**config.mk**
```make
export PLATFORM = sky130hd
export DESIGN_NAME = mul_iter_unit_flat
export DESIGN_NICKNAME = d
export VERILOG_FILES = /design/src/rtl/mul_iter_unit_if.sv /design/src/rtl/mul_iter_unit.sv /design/src/flat_wrapper.sv
export SDC_FILE = /design/constraint.sdc
export NUM_CORES = 1
export LEC_CHECK = 0
export BUFFER_PORTS_ARGS = -buffer_cell sky130_fd_sc_hd__buf_2
export CAP_MARGIN = 20
export CORE_MARGIN = 3
export CORE_UTILIZATION = 56
export CTS_BUF_LIST = sky130_fd_sc_hd__clkbuf_16
export CTS_CLUSTER_SIZE = 12
export DETAILED_ROUTE_END_ITERATION = 12
export PLACE_DENSITY = 0.76
export SETUP_SLACK_MARGIN = 0.2
export SLEW_MARGIN = 0
export SYNTH_ARGS = -nofsm -noshare
export SYNTH_HDL_FRONTEND = slang
export SYNTH_SLANG_ARGS = --single-unit
```
**constraint.sdc**
```tcl
create_clock -name clk -period 6.1 [get_ports clk]
set_clock_uncertainty 0.2 [all_clocks]
set_input_delay 1.22 -clock clk [delete_from_list [all_inputs] [get_ports clk]]
set_output_delay 1.22 -clock clk [all_outputs]
set_load 0.02 [all_outputs]
```
**src/rtl/mul_iter_unit_if.sv**
```systemverilog
// Operand/result bundle between the issue stage, the iterative multiplier and writeback.
// Latency: none (wires only).
// Backpressure: in_ready/in_valid on the issue side; out_valid/out_ready on the writeback side.
//
// Ports (signals):
//   flush, in_valid, ismultiply, srca, srcb, dest, out_ready   : issue/writeback -> unit
//   in_ready, out_valid, result, out_dest, stall               : unit -> issue/writeback
interface mul_iter_unit_if #(
  parameter int WIDTH = 32
);
  logic             flush;
  logic             in_valid;
  logic             ismultiply;
  logic [WIDTH-1:0] srca;
  logic [WIDTH-1:0] srcb;
  logic [4:0]       dest;
  logic             in_ready;
  logic             out_valid;
  logic             out_ready;
  logic [WIDTH-1:0] result;
  logic [4:0]       out_dest;
  logic             stall;

  // Pipeline side: issues operands and accepts results.
  modport master (
    output flush, in_valid, ismultiply, srca, srcb, dest, out_ready,
    input  in_ready, out_valid, result, out_dest, stall
  );

  // Multiplier side.
  modport slave (
    input  flush, in_valid, ismultiply, srca, srcb, dest, out_ready,
    output in_ready, out_valid, result, out_dest, stall
  );
endinterface

```
**src/rtl/mul_iter_unit.sv**
```systemverilog
// Iterative shift-add multiplier returning the low WIDTH bits of srca*srcb, STEP multiplier bits per cycle.
// Latency: ceil((msb(srcb)+1)/STEP)+1 BUSY cycles after accept (1 when srcb==0), then result held in DONE.
// Backpressure: result held until out_ready; in_ready low and stall high while an op is in flight.
//
// Ports:
//   clk      rising-edge clock
//   reset_n  asynchronous active-low reset
//   bus      mul_iter_unit_if.slave: flush, operand bundle (in_valid/in_ready), result bundle
//            (out_valid/out_ready), stall to the issue stage
module mul_iter_unit #(
  parameter int WIDTH = 32,
  parameter int STEP  = 1
) (
  input  logic             clk,
  input  logic             reset_n,
  mul_iter_unit_if.slave   bus
);

  typedef enum logic [1:0] {
    IDLE = 2'd0,
    BUSY = 2'd1,
    DONE = 2'd2
  } state_t;

  state_t           state_q,     state_d;
  logic [WIDTH-1:0] mcand_q,     mcand_d;
  logic [WIDTH-1:0] mplier_q,    mplier_d;
  logic [WIDTH-1:0] acc_q,       acc_d;
  logic [WIDTH-1:0] result_q,    result_d;
  logic [4:0]       out_dest_q,  out_dest_d;
  logic             out_valid_q, out_valid_d;

  logic [WIDTH-1:0] partial;
  logic             in_ready_c;
  logic             accept;
  logic             stall_c;

  always_comb begin
    state_d     = state_q;
    mcand_d     = mcand_q;
    mplier_d    = mplier_q;
    acc_d       = acc_q;
    result_d    = result_q;
    out_dest_d  = out_dest_q;
    out_valid_d = out_valid_q;

    // mcand * mplier[STEP-1:0] as a small shift-add; wraps mod 2^WIDTH.
    partial = '0;
    for (int i = 0; i < STEP; i++) begin
      if (mplier_q[i]) begin
        partial = partial + (mcand_q << i);
      end
    end

    in_ready_c = (state_q == IDLE) & ~bus.flush;
    accept     = bus.in_valid & bus.ismultiply & in_ready_c;

    case (state_q)
      IDLE: begin
        if (accept) begin
          mcand_d    = bus.srca;
          mplier_d   = bus.srcb;
          acc_d      = '0;
          out_dest_d = bus.dest;
          state_d    = BUSY;
        end
      end
      BUSY: begin
        // Terminate as soon as no multiplier bits remain, so short operands finish early.
        if (mplier_q == '0) begin
          result_d    = acc_q;
          out_valid_d = 1'b1;
          state_d     = DONE;
        end else begin
          acc_d    = acc_q + partial;
          mcand_d  = mcand_q << STEP;
          mplier_d = mplier_q >> STEP;
        end
      end
      DONE: begin
        if (bus.out_ready) begin
          out_valid_d = 1'b0;
          state_d     = IDLE;
        end
      end
      default: begin
        state_d     = IDLE;
        out_valid_d = 1'b0;
      end
    endcase

    // Flush wins over everything; a flushed op must not overwrite the visible result.
    if (bus.flush) begin
      state_d     = IDLE;
      out_valid_d = 1'b0;
      result_d    = result_q;
    end

    stall_c = (state_q == BUSY)
            | ((state_q == DONE) & ~bus.out_ready)
            | (bus.in_valid & bus.ismultiply & ~in_ready_c);
  end

  always_ff @(posedge clk or negedge reset_n) begin
    if (!reset_n) begin
      state_q     <= IDLE;
      mcand_q     <= '0;
      mplier_q    <= '0;
      acc_q       <= '0;
      result_q    <= '0;
      out_dest_q  <= '0;
      out_valid_q <= 1'b0;
    end else begin
      state_q     <= state_d;
      mcand_q     <= mcand_d;
      mplier_q    <= mplier_d;
      acc_q       <= acc_d;
      result_q    <= result_d;
      out_dest_q  <= out_dest_d;
      out_valid_q <= out_valid_d;
    end
  end

  assign bus.in_ready  = in_ready_c;
  assign bus.out_valid = out_valid_q;
  assign bus.result    = result_q;
  assign bus.out_dest  = out_dest_q;
  assign bus.stall     = stall_c;

endmodule
```
**src/flat_wrapper.sv**
```systemverilog
// flat-port wrapper written by rule: the top's interface ports become plain ports
module mul_iter_unit_flat 
#(
  parameter int WIDTH = 32,
  parameter int STEP  = 1
)
  (clk, reset_n, bus_flush, bus_in_valid, bus_ismultiply, bus_srca, bus_srcb, bus_dest, bus_out_ready, bus_in_ready, bus_out_valid, bus_result, bus_out_dest, bus_stall);
  mul_iter_unit_if #(.WIDTH(WIDTH)) bus_i ();
  input  logic clk;
  input  logic reset_n;
  input wire logic [$bits(bus_i.flush)-1:0] bus_flush;
  input wire logic [$bits(bus_i.in_valid)-1:0] bus_in_valid;
  input wire logic [$bits(bus_i.ismultiply)-1:0] bus_ismultiply;
  input wire logic [$bits(bus_i.srca)-1:0] bus_srca;
  input wire logic [$bits(bus_i.srcb)-1:0] bus_srcb;
  input wire logic [$bits(bus_i.dest)-1:0] bus_dest;
  input wire logic [$bits(bus_i.out_ready)-1:0] bus_out_ready;
  output wire logic [$bits(bus_i.in_ready)-1:0] bus_in_ready;
  output wire logic [$bits(bus_i.out_valid)-1:0] bus_out_valid;
  output wire logic [$bits(bus_i.result)-1:0] bus_result;
  output wire logic [$bits(bus_i.out_dest)-1:0] bus_out_dest;
  output wire logic [$bits(bus_i.stall)-1:0] bus_stall;
  assign bus_i.flush = bus_flush;
  assign bus_i.in_valid = bus_in_valid;
  assign bus_i.ismultiply = bus_ismultiply;
  assign bus_i.srca = bus_srca;
  assign bus_i.srcb = bus_srcb;
  assign bus_i.dest = bus_dest;
  assign bus_i.out_ready = bus_out_ready;
  assign bus_in_ready = bus_i.in_ready;
  assign bus_out_valid = bus_i.out_valid;
  assign bus_result = bus_i.result;
  assign bus_out_dest = bus_i.out_dest;
  assign bus_stall = bus_i.stall;
  mul_iter_unit #(.WIDTH(WIDTH), .STEP(STEP)) u_core (.clk(clk), .reset_n(reset_n), .bus(bus_i));
endmodule
```
Word level (Yosys, flattened, before mapping)

Cells that the tools add are included.

Flip-flop bits (word level): 136
Latch bits: 0
Memory bits (writable): 0
ROM bits: 0
Input port bits: 75
Word-level logic and storage cells: 53
Memories: 0

Add/sub/neg operators: 1
$mul: 0
Div/mod/pow operators: 0
$lt $le $gt $ge: 0
Equal/unequal tests: 8
Shift operators: 0
Muxes and demuxes: 19
Bitwise operators: 10
Reductions and logical operators: 8

Operator list:

| kind                                                            | number |
|---|---|
| 32-bit two-way mux                                              | 7 |
| 32-bit case mux with 2 select lines                             | 3 |
| 32-bit adder                                                    | 1 |
| 32-bit zero test                                                | 1 |
| 3-bit AND reduction                                             | 4 |
| 2-bit two-way mux                                               | 4 |
| 3-bit by 2-bit != test with 1-bit output, second input constant | 2 |
| 2-bit case mux with 3 select lines                              | 1 |
| 1-bit bitwise AND                                               | 5 |
| 2-bit != test, second input constant                            | 2 |
| 1-bit two-way mux                                               | 3 |
| 3-bit != test, second input constant                            | 1 |
| 1-bit inverter                                                  | 3 |
| 1-bit case mux with 3 select lines                              | 1 |
| 2-bit by 1-bit == test with 1-bit output, second input constant | 1 |
| 2-bit == test, second input constant                            | 1 |
| 2-bit zero test                                                 | 1 |
| 2-bit by 1-bit != test with 1-bit output, second input constant | 1 |
| 1-bit OR                                                        | 2 |
| 2-bit AND reduction                                             | 1 |
| 2-bit nonzero test                                              | 1 |

Depth between registers and ports, before layout

Gate-level depths: netlist (run 1).

Word-level depth: 6
Mapped depth: 12
Gate-level depth less buffers: 12

Worst setup path before layout (run 1)

OpenSTA, ideal clock, no wires.

Path kind: input -> output
From: input bus_in_valid
To: output bus_stall
Arrival time: 1.774 ns
Data required time: 4.680 ns
Path slack: 2.906 ns
Stages on the path: 3
Buffers on the path: 0
Cells stage by stage: and2_0 > o21ai_0 > nand3_1

Cells in the longest elaborated chain, start to end: 3

Ends and longest elaborated chain:

| what                            | line                 | RTL |
|---|---|---|
| start: declaration              | flat_wrapper.sv:12   | `input wire logic [$bits(bus_i.in_valid)-1:0] bus_in_valid;` |
| 1-bit bitwise AND (2 in series) | mul_iter_unit.sv:101 | `\| (bus.in_valid & bus.ismultiply & ~in_ready_c);` |
| 1-bit OR                        | mul_iter_unit.sv:101 |  |
| end: declaration                | flat_wrapper.sv:22   | `output wire logic [$bits(bus_i.stall)-1:0] bus_stall;` |

No other way between the ends.

Worst setup path after layout (run 1)

From: register u_core.mplier_q[0]
To: register u_core.acc_q[30]

Cells in the longest elaborated chain, start to end: 4
Elaborated cells between the ends (all ways): 7

Ends and longest elaborated chain:

| what                                | line                 | RTL |
|---|---|---|
| start: declaration                  | mul_iter_unit.sv:27  | `logic [WIDTH-1:0] mplier_q, mplier_d;` |
| start signal: assignment            | mul_iter_unit.sv:116 | `mplier_q <= mplier_d;` |
| 32-bit two-way mux                  | mul_iter_unit.sv:50  | `if (mplier_q[i]) begin` |
| 32-bit adder                        | mul_iter_unit.sv:75  | `acc_d = acc_q + partial;` |
| 32-bit two-way mux                  | mul_iter_unit.sv:70  | `if (mplier_q == '0) begin` |
| 32-bit case mux with 2 select lines | mul_iter_unit.sv:58  | `case (state_q)` |
| end signal: assignment              | mul_iter_unit.sv:109 | `acc_q <= '0;` |
| end signal: assignment              | mul_iter_unit.sv:117 | `acc_q <= acc_d;` |
| end: declaration                    | mul_iter_unit.sv:28  | `logic [WIDTH-1:0] acc_q, acc_d;` |

Several ways; a longest one is shown, not always the timed one. The select of a mux whose other input is x is not followed.
A chain may end at the register's enable or synchronous reset.

==> results.sh, run 1 <==
export IMPL_drive_above_1_share_pct=19.93
export IMPL_cts_setup_buffers=0
export IMPL_grt_pass1_wl_um=29100
export IMPL_required_ns=6.23
export IMPL_syn_avg_cell_area_sq_um=9.940
export IMPL_synthFlopType="dfrtp_1"
export IMPL_dpl_hpwl_um=12280
export IMPL_netlist_area_sq_mm=0.007555
export IMPL_drc=0
export IMPL_clk_latency_ns=0.42
export IMPL_power_density_mw_per_mm2=368.8
export IMPL_cap_violations=0
export IMPL_crit_family="compound AO/OA/AOI/OAI gates"
export IMPL_rsz0062_at_grt="false"
export IMPL_setup_viol=0
export IMPL_clkTransAtPathRegs_ns=0.05
export IMPL_drt_iter0_drc=310
export IMPL_syn_nets=867
export IMPL_synth_compound_area_share_pct=15.87
export IMPL_p_leak_uw=0.004422
export IMPL_crit_buf_inv=1
export IMPL_max_freq_mhz=248.7
export IMPL_cp_start_kind="flop"
export IMPL_initial_utilization_pct=58.44
export IMPL_slew_violations=0
export IMPL_worstMarginPinSlew_ns=1.029
export IMPL_status="completed"
export IMPL_clock_path_buffers=2
export IMPL_period_minus_slack_ns=4.021
export IMPL_die_height_um=122.2
export IMPL_grt_max_degree=92
export IMPL_crit_type="flop to flop"
export IMPL_num_vias=6022
export IMPL_worst_setup_path_end_kind="flop"
export IMPL_relSlewSlack_pct=31.39
export IMPL_routabilityCongestion=0.8864
export IMPL_first_pass_iters=5
export IMPL_synth_adder_area_share_pct=5.399
export IMPL_cp_cell_sequence="and2_1 -> ha_1 -> inv_1 -> fa_1 -> nor2b_1 -> o2111ai_1 -> a211oi_1 -> o21ai_1 -> a21oi_1 -> o41ai_2 -> mux2i_1 -> a31oi_1"
export IMPL_drt_total_wl_um=17600
export IMPL_cts_root_buffer_cell="clkbuf_16"
export IMPL_yosysWarnings=0
export IMPL_synthMuxAreaShare_pct=14.26
export IMPL_antenna_diode_count=0
export IMPL_layout_common_cells="dfrtp_1, buf_2, nand2_1, mux2i_1, o21ai_1"
export IMPL_wl_per_cell_um=16.84
export IMPL_coreArea_sq_mm=0.01293
export IMPL_synthCells=760
export IMPL_fp_row_count=41
export IMPL_antenna_found_initial=0
export IMPL_cts_tree="yes"
export IMPL_layout_nets=967
export IMPL_ant_nets=0
export IMPL_hold_ws_ns=0.2812
export IMPL_htreeDepth=4
export IMPL_async_flop_share_pct=100.0
export IMPL_crit_arrival_ns=4.15
export IMPL_cpMaxStageDelayCell="dfrtp_1"
export IMPL_seq_area_frac_synth_pct=45.05
export IMPL_cts_sinks=136
export IMPL_final_common_cell="dfrtp_1"
export IMPL_grt_total_usage_pct=24.77
export IMPL_cts_buffers_inserted=17
export IMPL_io_pins=115
export IMPL_ys_types=57
export IMPL_ys_ff_latch=136
export IMPL_cp_max_fo=34
export IMPL_dieWidth_um=122.2
export IMPL_fin_crit_sh_pct=65.91
export IMPL_grt_pass1_vias=6015
export IMPL_max_stage_delay_ns=1.02
export IMPL_post_cts_resized=0
export IMPL_via_per_inst=5.763
export IMPL_ir_drop_uv=203.7
export IMPL_grt_ovfl_total=0
export IMPL_dieArea_sq_mm=0.01492
export IMPL_instances_no_fill=1045
export IMPL_synth_edf_count=0
export IMPL_total_power_uw=3261
export IMPL_synth_top_family_by_area="compound AO/OA/AOI/OAI gates"
export IMPL_synth_xor_area_share_pct=2.435
export IMPL_cts_hold_buf=0
export IMPL_synthSimpleGateAreaFrac_pct=14.21
export IMPL_hold_viol=0
export IMPL_dp_cells=1013
export IMPL_n_fill_cell=1039
export IMPL_area_delta_synth_final_pct=17.06
export IMPL_min_path_type="flop to flop"
export IMPL_setup_tns_final_ns=0
export IMPL_portBuffers=114
## synthesized netlist by cell type, types with 2 or more instances
cell       instances  area (sq um)
a21oi_2            2         17.52
o21ai_0           41         205.2
a211o_1            3         26.28
o21bai_1           2         15.01
buf_2              6         30.03
buf_1              7         26.28
xor2_1            10         87.58
a31oi_1            5         31.28
a21o_1            18         135.1
nand2b_1           3         18.77
nor4_1            10         62.56
o31ai_1            3         22.52
mux2i_1           66         660.6
nand4_1            8         50.05
xnor2_1           11         96.34
and3_1             3         18.77
o211ai_2           2         25.02
mux2_1            24         270.3
o2111ai_1          2         17.52
a211oi_1           6         45.04
or3_1              2         12.51
nand3_1           32         160.2
clkbuf_1          27         101.4
o21a_1             7         52.55
nand2_1           91         341.6
o21ai_1           59         295.3
nor3_1             4         20.02
nor3b_1            3         22.52
a21oi_1           23         115.1
inv_1             11         41.29
ha_1              31         387.9
dfrtp_1          136          3403
nor2b_1            4         25.02
and2_1            31         193.9
nor2_1            31         116.4
o211ai_1           3         22.52
mux2_2            13         146.4
## flip-flops by register name (all words and copies together), names as in the netlist
register              cells
u_core.acc_q             32
u_core.bus.out_dest       5
u_core.mcand_q           32
u_core.mplier_q          32
u_core.bus.result        32
u_core.bus.out_valid      1
u_core.state_q            2
## through the flow
stage / setup WS [ns] / util (%) / instance area, sq um
2_1_floorplan: 2.906 / - / 7555
6_report: 2.079 / 68.41 / 8843
4_1_cts: 2.154 / 68.41 / 8843
3_3_place_gp: 2.295 / 63.95 / 8267
5_1_grt: 1.892 / 68.41 / 8843
3_5_place_dp: 2.169 / 64.01 / 8274
## layer usage
| layer | wire length (um) | vias up | global-route usage [%] | share of wire, % |
|---|---|---|---|---|
| li1 | - | 2938 | - | - |
| met4 | 338 | 0 | 9.027 | 1.9 |
| met1 | 7849 | 2904 | 32.74 | 45 |
| met5 | 0 | - | 0 | 0 |
| met3 | 786 | 31 | 5.432 | 4.5 |
| met2 | 8622 | 149 | 40.37 | 49 |
## power by group
part           switching [uW]  internal, uW  leakage, uW
Clock                     369           627     0.000292
Sequential                205          1110      0.00177
Combinational             548           406      0.00237
Total                    1120          2140      0.00442
## final cells by class
cell class	instances	area, sq um	area share [%]
clock buffers	17	425.4	4.810
clock inverters	15	143.9	1.627
inverters	11	41.29	0.4669
multi-input cells	572	3978	44.98
flip-flops and latches	136	3403	38.48
well taps	172	215.2	2.433
repair buffers	122	636.9	7.201
## path summary, 6_finish.rpt
kind / end / depth (start not counted) / start / slack [ns]
setup reg to reg: u_core.acc_q[30] / 12 / u_core.mplier_q[0] / 2.08
min in group asynchronous: u_core.acc_q[6] / 1 / reset_n / 0.68
hold / removal: u_core.bus.result[15] / 1 / u_core.bus.result[15] / 0.28
setup / recovery: u_core.acc_q[30] / 12 / u_core.mplier_q[0] / 2.08
hold reg to reg: u_core.bus.result[15] / 1 / u_core.bus.result[15] / 0.28
max in group asynchronous: u_core.bus.result[31] / 2 / reset_n / 3.90
## kinds of logic after synthesis
| logic type | after synthesis |
|---|---|
| AND/OR/NAND/NOR | 226 |
| AO/OA/AOI/OAI | 190 |
| flip-flops | 136 |
| multiplexers | 103 |
| buffers and inverters | 52 |
| adder cells (fa/ha/maj) | 32 |
| XOR/XNOR | 21 |
No activity file was read; power rests on OpenSTA's default activity.
==> run 2: changes to the inputs <==
--- a/config.mk
+++ b/config.mk
@@ -5,6 +5,7 @@
 export SDC_FILE = /design/constraint.sdc
 export NUM_CORES = 1
 export LEC_CHECK = 0
+export ABC_AREA = 1
 export BUFFER_PORTS_ARGS = -buffer_cell sky130_fd_sc_hd__buf_2
 export CAP_MARGIN = 20
 export CORE_MARGIN = 3
@@ -12,7 +13,7 @@
 export CTS_BUF_LIST = sky130_fd_sc_hd__clkbuf_16
 export CTS_CLUSTER_SIZE = 12
 export DETAILED_ROUTE_END_ITERATION = 12
-export PLACE_DENSITY = 0.76
+export PLACE_DENSITY = 0.75
 export SETUP_SLACK_MARGIN = 0.2
 export SLEW_MARGIN = 0
 export SYNTH_ARGS = -nofsm -noshare
==> constraint.sdc (replaced) <==
create_clock -name clk -period 4.18 [get_ports clk]
set_clock_uncertainty 0.2 [all_clocks]
set_input_delay 0.836 -clock clk [delete_from_list [all_inputs] [get_ports clk]]
set_output_delay 0.836 -clock clk [all_outputs]
set_load 0.02 [all_outputs]
==> run 2 against run 1 <==
Against the previous run: clock power up 46%; critical endpoint is now u_core.acc_q[20]; sequential cell count unchanged; power up 58%; fmax up 33%; hold slack worse by 0.064 ns; sequential power up 50%.
==> results.sh, run 2 <==
export IMPL_area_delta_synth_final_pct=14.86
export IMPL_cts_hold_buf=0
export IMPL_ant_nets=0
export IMPL_fp_row_count=45
export IMPL_slew_violations=0
export IMPL_initial_utilization_pct=57.57
export IMPL_cts_setup_buffers=0
export IMPL_required_ns=4.29
export IMPL_portBuffers=114
export IMPL_worstMarginPinSlew_ns=0.6786
export IMPL_max_freq_mhz=330.3
export IMPL_power_density_mw_per_mm2=508.2
export IMPL_drive_above_1_share_pct=16.12
export IMPL_crit_type="flop to flop"
export IMPL_htreeDepth=4
export IMPL_coreArea_sq_mm=0.01531
export IMPL_netlist_area_sq_mm=0.008817
export IMPL_status="completed"
export IMPL_num_vias=8211
export IMPL_yosysWarnings=0
export IMPL_clk_latency_ns=0.42
export IMPL_die_height_um=131.5
export IMPL_max_stage_delay_ns=0.64
export IMPL_cts_root_buffer_cell="clkbuf_16"
export IMPL_routabilityCongestion=0.9277
export IMPL_via_per_inst=5.129
export IMPL_drt_total_wl_um=22470
export IMPL_grt_pass1_vias=7784
export IMPL_yosysMostFrequentCell="nand2_1"
export IMPL_cts_tree="yes"
export IMPL_antenna_found_initial=1
export IMPL_clock_path_buffers=2
export IMPL_layout_common_cells="nand2_1, nand3_1, inv_1, dfrtp_1, buf_2"
export IMPL_hold_ws_ns=0.2175
export IMPL_layout_nets=1484
export IMPL_min_path_type="input pin to asynchronous set/reset pin"
export IMPL_crit_buf_inv=4
export IMPL_cts_buffers_inserted=17
export IMPL_setup_viol=0
export IMPL_crit_family="simple AND/OR/NAND/NOR gates"
export IMPL_relSlewSlack_pct=54.76
export IMPL_rr_worst_depth=16
export IMPL_synth_common_cells="nand2_1, nand3_1, inv_1, dfrtp_1, mux2_2"
export IMPL_dieWidth_um=131.5
export IMPL_clkTransAtPathRegs_ns=0.06
export IMPL_antenna_diode_count=0
export IMPL_drc=0
export IMPL_ys_ff_latch=136
export IMPL_crit_arrival_ns=3.14
export IMPL_final_common_cell="nand2_1"
export IMPL_cts_sinks=136
export IMPL_grt_pass1_wl_um=37980
export IMPL_synthFlopType="dfrtp_1"
export IMPL_synth_area_leader_cell="dfrtp_1"
export IMPL_first_pass_iters=5
export IMPL_worst_setup_path_end_kind="flop"
export IMPL_fin_crit_sh_pct=72.43
export IMPL_ir_drop_uv=322.6
export IMPL_p_leak_uw=0.006128
export IMPL_drt_iter0_drc=638
export IMPL_post_cts_resized=0
export IMPL_synthDominantCellAreaShare_pct=38.60
export IMPL_syn_avg_cell_area_sq_um=6.883
export IMPL_wl_per_cell_um=14.03
export IMPL_cpMaxStageDelayCell="dfrtp_1"
export IMPL_setup_tns_final_ns=0
export IMPL_syn_nets=1388
export IMPL_dpl_hpwl_um=16110
export IMPL_cp_num_cells=16
export IMPL_synthTopCellsByArea="dfrtp_1, nand2_1, nand3_1, inv_1, mux2_2"
export IMPL_grt_ovfl_total=0
export IMPL_grt_total_usage_pct=26.54
export IMPL_ys_types=28
export IMPL_seq_area_frac_synth_pct=38.60
export IMPL_cap_violations=0
export IMPL_grt_max_degree=81
export IMPL_cp_cell_sequence="buf_4 -> nand2_1 -> inv_1 -> ha_1 -> inv_1 -> fa_1 -> inv_1 -> nand3_1 -> nand3_1 -> nand3_1 -> nand3_1 -> nand2_1 -> nand2_1 -> nand2_1 -> nand3_1 -> nand2_1"
export IMPL_hold_viol=0
export IMPL_cp_max_fo=18
export IMPL_io_pins=115
export IMPL_synthCells=1281
export IMPL_dieArea_sq_mm=0.01729
export IMPL_cp_start_kind="flop"
export IMPL_rsz0062_at_grt="false"
export IMPL_synth_edf_count=0
export IMPL_period_minus_slack_ns=3.028
export IMPL_async_flop_share_pct=100.0
[run 2: layer usage]
layer,wire length (um),GRT usage [%],part of all wire [%]
met1,11050,39.38,49
met5,7,0,0.031
met2,9629,38.85,43
met4,391,7.585,1.7
met3,1392,6.126,6.2
[run 2: worst paths after layout]
kind,end,slack (ns),start
max in group asynchronous,u_core.mplier_q[1],2.77,reset_n
hold reg to reg,u_core.bus.result[12],0.26,u_core.bus.result[12]
setup reg to reg,u_core.acc_q[20],1.15,u_core.mplier_q[0]
min in group clk,u_core.bus.result[12],0.26,u_core.bus.result[12]
setup / recovery,u_core.acc_q[20],1.15,u_core.mplier_q[0]
hold / removal,u_core.bus.result[4],0.22,reset_n
[run 2: kinds of logic (layout without fill, tap and decap cells)]
logic type	after synthesis	count (layout)	synth area share [%]
and+or+nand+nor	803	803	37.89
AOI/OAI and AO/OA	43	43	2.710
buffers and inverters	217	326	9.848
xor gates and xnor gates	2	2	0.1987
DFF	136	136	38.60
adders and majority gates	32	32	4.626
muxes	48	48	6.130
[run 2: per-stage QoR]
step / utilization (%) / area (sq um) / total power (uW) / setup WS (ns) / std cells
final: 66.13 / 10130 / 5146 / 1.152 / 1601
after global routing: 66.13 / 10130 / 5520 / 0.9019 / 1601
after CTS: 66.13 / 10130 / 5142 / 1.158 / 1601
after detailed placement: 62.44 / 9563 / 3673 / 1.102 / 1569
after global placement: 62.44 / 9563 / 3632 / 1.200 / 1569
after floorplan: - / 8817 / 3178 / 1.378 / 1281
[run 2: layout make-up]
type                       count  area [sq um]
clock buffer                  17         425.4
inverter                     166         623.1
sequential                   136          3403
tap                          211         264.0
clock inverter                15         138.9
multi-input combinational    928          4566
timing repair buffer         128         706.9
fill                        1403          5187
[run 2: power by group]
group / total [uW] / internal, uW / switching, uW
Sequential: 1960 / 1640 / 325
Combinational: 1730 / 682 / 1050
Clock: 1450 / 868 / 586
Total: 5150 / 3190 / 1960
